**src/rtl/sd_resp_rx.sv**
```systemverilog
// sd_resp_rx: SD CMD-line response receiver with framing/CRC7 check and byte-readable buffer
//   clk, rst       : SD bit clock (CMD sampled on posedge), sync active-high reset
//   arm            : pulse from command transmitter, latches long_resp/skip_crc
//   i_sd_cmd       : CMD line level
//   rd_addr/rd_data: byte read of the captured frame (0..16, zero beyond)
//   busy/done      : receiver active / one-cycle completion pulse
//   status         : {timeout, crc_err, frame_err, valid}, sticky until next arm
module sd_resp_rx #(
   parameter int TIMEOUT_CYC = 64
) (
   input  logic       clk,
   input  logic       rst,
   input  logic       arm,
   input  logic       long_resp,
   input  logic       skip_crc,
   input  logic       i_sd_cmd,
   input  logic [4:0] rd_addr,
   output logic [7:0] rd_data,
   output logic       busy,
   output logic       done,
   output logic [3:0] status
);
   typedef enum logic [1:0] {IDLE, WAIT, RECV, CHECK} state_t;
   state_t state, state_nx;
   logic [135:0] resp;
   logic [6:0] crc, crc_nx;
   logic [15:0] wcnt;
   logic [7:0] bcnt, last_idx;
   logic long_q, skip_q, crc_en, expired, frame_err, crc_err;
   assign last_idx = long_q ? 8'd135 : 8'd47;
   assign expired = wcnt == 16'(TIMEOUT_CYC - 1);
   // bcnt k carries frame bit N-1-k; CRC covers bits 47..8 (short) or 127..8 (R2)
   assign crc_en = long_q ? (bcnt >= 8'd8 && bcnt <= 8'd127) : (bcnt <= 8'd39);
   assign crc_nx = {crc[5:0], 1'b0} ^ ({7{crc[6] ^ i_sd_cmd}} & 7'h09);
   assign frame_err = (long_q ? resp[135] : resp[47]) | (long_q ? resp[134] : resp[46]) | !resp[0];
   assign crc_err = !skip_q && (crc != resp[7:1]);
   assign busy = state != IDLE;
   assign rd_data = (rd_addr <= 5'd16) ? 8'(resp >> {rd_addr, 3'b000}) : 8'h00;
   always_comb begin
      state_nx = state;
      case (state)
         IDLE:  state_nx = arm ? WAIT : IDLE;
         WAIT:  state_nx = !i_sd_cmd ? RECV : expired ? IDLE : WAIT;
         RECV:  state_nx = (bcnt == last_idx) ? CHECK : RECV;
         CHECK: state_nx = IDLE;
         default: state_nx = IDLE;
      endcase
   end
   always_ff @(posedge clk) begin
      if (rst) state <= IDLE;
      else state <= state_nx;
   end
   always_ff @(posedge clk) begin
      if (rst) begin
         resp <= '0;
         status <= '0;
         done <= 1'b0;
         crc <= '0;
         wcnt <= '0;
         bcnt <= '0;
         long_q <= 1'b0;
         skip_q <= 1'b0;
      end else begin
         done <= 1'b0;
         case (state)
            IDLE: if (arm) begin
               long_q <= long_resp;
               skip_q <= skip_crc;
               resp <= '0;
               status <= '0;
               crc <= '0;
               wcnt <= '0;
               bcnt <= '0;
            end
            WAIT: if (!i_sd_cmd) begin
               // start bit shifts in at bit 0 and reaches bit N-1 after the frame
               resp <= {resp[134:0], i_sd_cmd};
               bcnt <= 8'd1;
            end else begin
               wcnt <= wcnt + 16'd1;
               if (expired) begin
                  status <= 4'b1000;
                  done <= 1'b1;
               end
            end
            RECV: begin
               resp <= {resp[134:0], i_sd_cmd};
               bcnt <= bcnt + 8'd1;
               if (crc_en) crc <= crc_nx;
            end
            CHECK: begin
               status <= {1'b0, crc_err, frame_err, !crc_err && !frame_err};
               done <= 1'b1;
            end
            default: ;
         endcase
      end
   end
endmodule
```
**config.mk**
```make
export PLATFORM = sky130hd
export DESIGN_NAME = sd_resp_rx
export DESIGN_NICKNAME = d
export VERILOG_FILES = /design/src/rtl/sd_resp_rx.sv
export SDC_FILE = /design/constraint.sdc
export NUM_CORES = 1
export LEC_CHECK = 0
export ABC_AREA = 1
export BUFFER_PORTS_ARGS = -buffer_cell sky130_fd_sc_hd__buf_4
export CAP_MARGIN = 20
export CORE_MARGIN = 5
export CORE_UTILIZATION = 67
export CTS_CLUSTER_DIAMETER = 120
export DETAILED_ROUTE_END_ITERATION = 16
export PLACE_DENSITY = 0.85
export SYNTH_ARGS = -nofsm -noshare
export SYNTH_HDL_FRONTEND = slang
export SYNTH_SLANG_ARGS = --single-unit
```
**constraint.sdc**
```tcl
create_clock -name clk -period 3.88 [get_ports clk]
set_clock_uncertainty 0.15 [all_clocks]
set_input_delay 0.388 -clock clk [delete_from_list [all_inputs] [get_ports clk]]
set_output_delay 0.388 -clock clk [all_outputs]
set_load 0.02 [all_outputs]
```
Yosys cells after proc, flatten, opt, wreduce, memory -nomap -nowiden
Index checks and enable logic that the tools add are counted.

Add/subtract/negate cells: 2. Magnitude comparators: 4. Equal/unequal tests: 11. Shift operators: 1. Muxes and demuxes: 29. Bitwise gates (word level): 4. Reduce and logical (&&, ||, !) cells: 18.

Operators by type and width (count): 136-bit one-hot mux with 3 select lines (1); 136-bit two-way mux (2); 136-bit by 8-bit right shift with 8-bit output (1); 16-bit two-way mux (2); 8-bit two-way mux (4); 16-bit one-hot mux with 2 select lines (1); 8-bit one-hot mux with 3 select lines (1); 16-bit by 1-bit adder with 16-bit output, second input constant (1); 16-bit by 6-bit equality test with 1-bit output, second input constant (1); 7-bit two-way mux (2); 7-bit one-hot mux with 2 select lines (1); 4-bit two-way mux (3); 4-bit one-hot mux with 3 select lines (1); 2-bit inequality test, second input constant (5); 3-bit AND reduction (3); 8-bit by 1-bit adder with 8-bit output, second input constant (1); 8-bit equality test (1); 8-bit by 4-bit greater-or-equal comparator with 1-bit output, second input constant (1); 8-bit by 6-bit less-or-equal comparator with 1-bit output, second input constant (1); 8-bit by 7-bit less-or-equal comparator with 1-bit output, second input constant (1); 1-bit two-way mux (8); 2-bit one-hot mux with 4 select lines (1); 7-bit inequality test (1); 7-bit by 4-bit XOR with 7-bit output (1); 14 further kinds (24).

Flip-flop bits (word level): 176.

Depth between registers and ports, before layout
Depth in word-level cells: 6. Gate-level depth with buffers: 12. Depth with buffers taken out: 11.

Worst setup path before layout
OpenSTA, ideal clock, no wires.

Kind: input to output. Start point: input rd_addr[0]. End point: output rd_data[0]. Arrival time: 1.472 ns. Required time: 3.342 ns. Setup slack: 1.870 ns. Cell stages on the path: 10. Path buffers: 2. Path through: buf_2 > inv_2 > buf_2 > a21oi_1 > o21ai_0 > nand2_1 > nor2_1 > nor2_1 > nor2_1 > nor2_1.

Word-level cells in the longest chain between the ends: 2. Elaborated cells between the ends (all ways): 3. Those cells by class: order compare (1); shift (1); mux (1).

Ends and longest elaborated chain: from (decl) (line 17) `input logic [4:0] rd_addr,`; 136-bit by 8-bit right shift with 8-bit output or 5-bit less-or-equal comparator (tied branches) (line 38) `assign rd_data = (rd_addr <= 5'd16) ? 8'(resp >> {rd_addr, 3'b000}) : 8'h00;`; 8-bit two-way mux (*) (line 38); to (decl) (line 18) `output logic [7:0] rd_data,`.

Mark *: on every way between the ends. The rest lies on a longest branch, timed or not.

Worst setup path in the final report
Start point: input rd_addr[0]. End point: output rd_data[5].

The elaborated chain is that of the path after synthesis.

==> out/results.ini <==
[global_route]
grt_overflow_total = 0
grt_max_degree = 68
grt_util_all_layers_pct = 26.0
grt_pass1_wl_mm = 34.3
grt_pass1_vias = 7410
antenna_found_initial = 0

[worst_setup_path]
crit_path_max_fanout = 42
cp.required_ps = 3340
crit_path_end_kind = output pin
crit_path_max_incr_delay_ps = 490
arrival_ps = 2320
worstPathCellList = buf_4 > inv_2 > nand2_1 > o211ai_1 > nand2_1 > nand3_1 > nor2_1 > nor2_1 > buf_4
critical_path.startpoint_type = input pin
path_delay_family = buffers and inverters
crit_type = in2out
worst_path_max_delay_cell = inv_2
critPathBufInv = 3

[routing]
wl_per_cell_um = 13.5
drt_iter0_markers = 830
wl_mm = 20.2
drc = 0
dr.pass1.iters = 5
ant_nets = 0
routed_via_density = 5.46
dr_total_vias = 8174

[sta]
timing.final.crit_share_pct = 73.6
rsz0062_at_grt = no
min_period_ps = 2850
hold_viol = 0
setup_viol = 0
drv_slew = 0
fmax_mhz = 350
worst-slew-pin-transition_ps = 759
relSlewSlack_pct = 49.2
setup_tns_ps = 0

[floorplan]
rows = 42
die_y_um = 125
io_pins = 25
core_um2 = 13100
die_w_um = 125
start_util_pct = 67.9
die_area_um2 = 15700

[yosys]
synth-seq-cells = 176
yosysSeqAreaShare_pct = 39.5
synth_area_um2 = 8930
synth_nets = 1363
synth_cell_types = 37
yosysWarningCount = 0
postSynthCellCount = 1343
avgSynthCellArea_um2 = 6.65

[placement]
hpwl_mm = 13.5
place_inst = 1467
gp_congestion = 0.854
numPortBuffers = 24

[finish]
drive_gt1_share_pct = 6.28
n_antenna_cell = 0
final_nets = 1330
fin_cells = 1498
area_delta_synth_final_pct = 7.98
n_fill_cell = 1123

[clocking]
clk_pin_slew_ps = 60
cts_setup_buffers = 0
clkSinkCount = 176
clk_latency_ps = 440
cts_tree = built
cts_buffers = 17
cts_hold_buf = 0
htreeDepth = 4
clock-root-buffer = clkbuf_16
cts_resized = 0
cts_max_path_buffers = 2

[hold_path]
hold_path.class = in2reg

[power]
ir_drop_uv = 324
leakagePower_nw = 3.79
p_per_area_nw_per_um2 = 523

[run]
cap_violations = 0

[run_status]
status = finished, final reports clean

[synth_stat cells, drive strengths merged]
cell type	instances	area, um^2
a211oi	2	15.0
a21oi	204	1030
a2bb2oi	1	8.76
a31oi	1	6.26
buf	49	285
clkbuf	38	158
dfxtp	176	3520
ha	9	113
inv	196	736
nand2	145	572
nand3	57	303
nand3b	1	7.51
nand4	9	56.3
nor2	216	823
nor3	13	65.1
nor4	1	6.26
o211ai	18	149
o21ai	202	1030
or2	1	6.26
xnor2	2	17.5
xor2	2	17.5
[metrics by stage]
step           setup slack, ps  util (%)  hold WS (ps)  area (um^2)  power [mW]
4_1_cts                   1040      73.4          67.7         9640        5.05
3_3_place_gp              1090      68.8           304         9040        3.31
2_1_floorplan             1870         -           290         8930        3.08
3_5_place_dp              1040      68.8           307         9040        3.33
5_1_grt                    769      73.4          67.6         9640        5.32
6_report                  1030      73.4          78.0         9640        5.04
[worst paths after layout]
kind	from	to	slack [ps]	cells past startpoint
min	skip_crc	skip_q	80	3
min reg2reg	resp[101]	resp[101]	320	2
max reg2reg	flop	bcnt[7]	1300	8
max	rd_addr[0]	rd_data[5]	1030	9
[kinds of logic (layout without fill, tap and decap cells)]
group,Yosys count,count (layout),share of synthesized area (%)
buf+inv,283,262,13.2
compound gates,428,428,25.1
fa+ha+maj,9,9,1.26
simple gates,443,443,20.6
xor+xnor,4,4,0.393
flops,176,176,39.5
[sequential cells by signal, indices dropped and copies added, names as in the netlist, named ones only]
name    count
bcnt        8
crc         7
done        1
long_q      1
resp      136
skip_q      1
state       1
status      4
wcnt       16
[where the power goes]
| group | leakage [nW] | total, mW | switching [mW] | internal (mW) |
|---|---|---|---|---|
| Sequential | 1.44 | 2.14 | 0.0976 | 2.04 |
| Clock | 0.290 | 1.73 | 0.682 | 1.05 |
| Combinational | 2.06 | 1.17 | 0.805 | 0.363 |
| Total | 3.79 | 5.04 | 1.58 | 3.45 |
[area by class of cell]
class	count	area [um^2]	share of cell area, %
multi-input cells	884	4220	43.8
clock inverters	4	72.6	0.753
repair buffers	35	338	3.51
clock buffers	27	523	5.43
well taps	176	220	2.28
flip-flops and latches	176	3520	36.6
inverters	196	737	7.65
[layer usage]
layer	track usage, %	wire length (um)
met1	33.4	8810
met2	43.6	9970
met3	5.16	1020
met4	9.06	391
met5	0	0
[layout by cell type (no fill, tap or decap), types with 3 or more instances in the layout]
cell and n:
nor3_1 13, nand4_1 9, nand2_1 140, a21oi_1 203, nand3_1 55, clkbuf_16 17, buf_12 6, nor2_1 213
o21ai_1 55, buf_4 29, inv_2 5, nand2_4 3, inv_1 190, o21ai_0 145, clkbuf_8 6, ha_1 9
clkbuf_1 4, dfxtp_1 176, o211ai_1 17
[worst min-delay path: cells and delay by family]
kind	cells	cell delay [ps]
compound gates	2	170
buf+inv	1	70
Power figures use the tool's default switching activity.
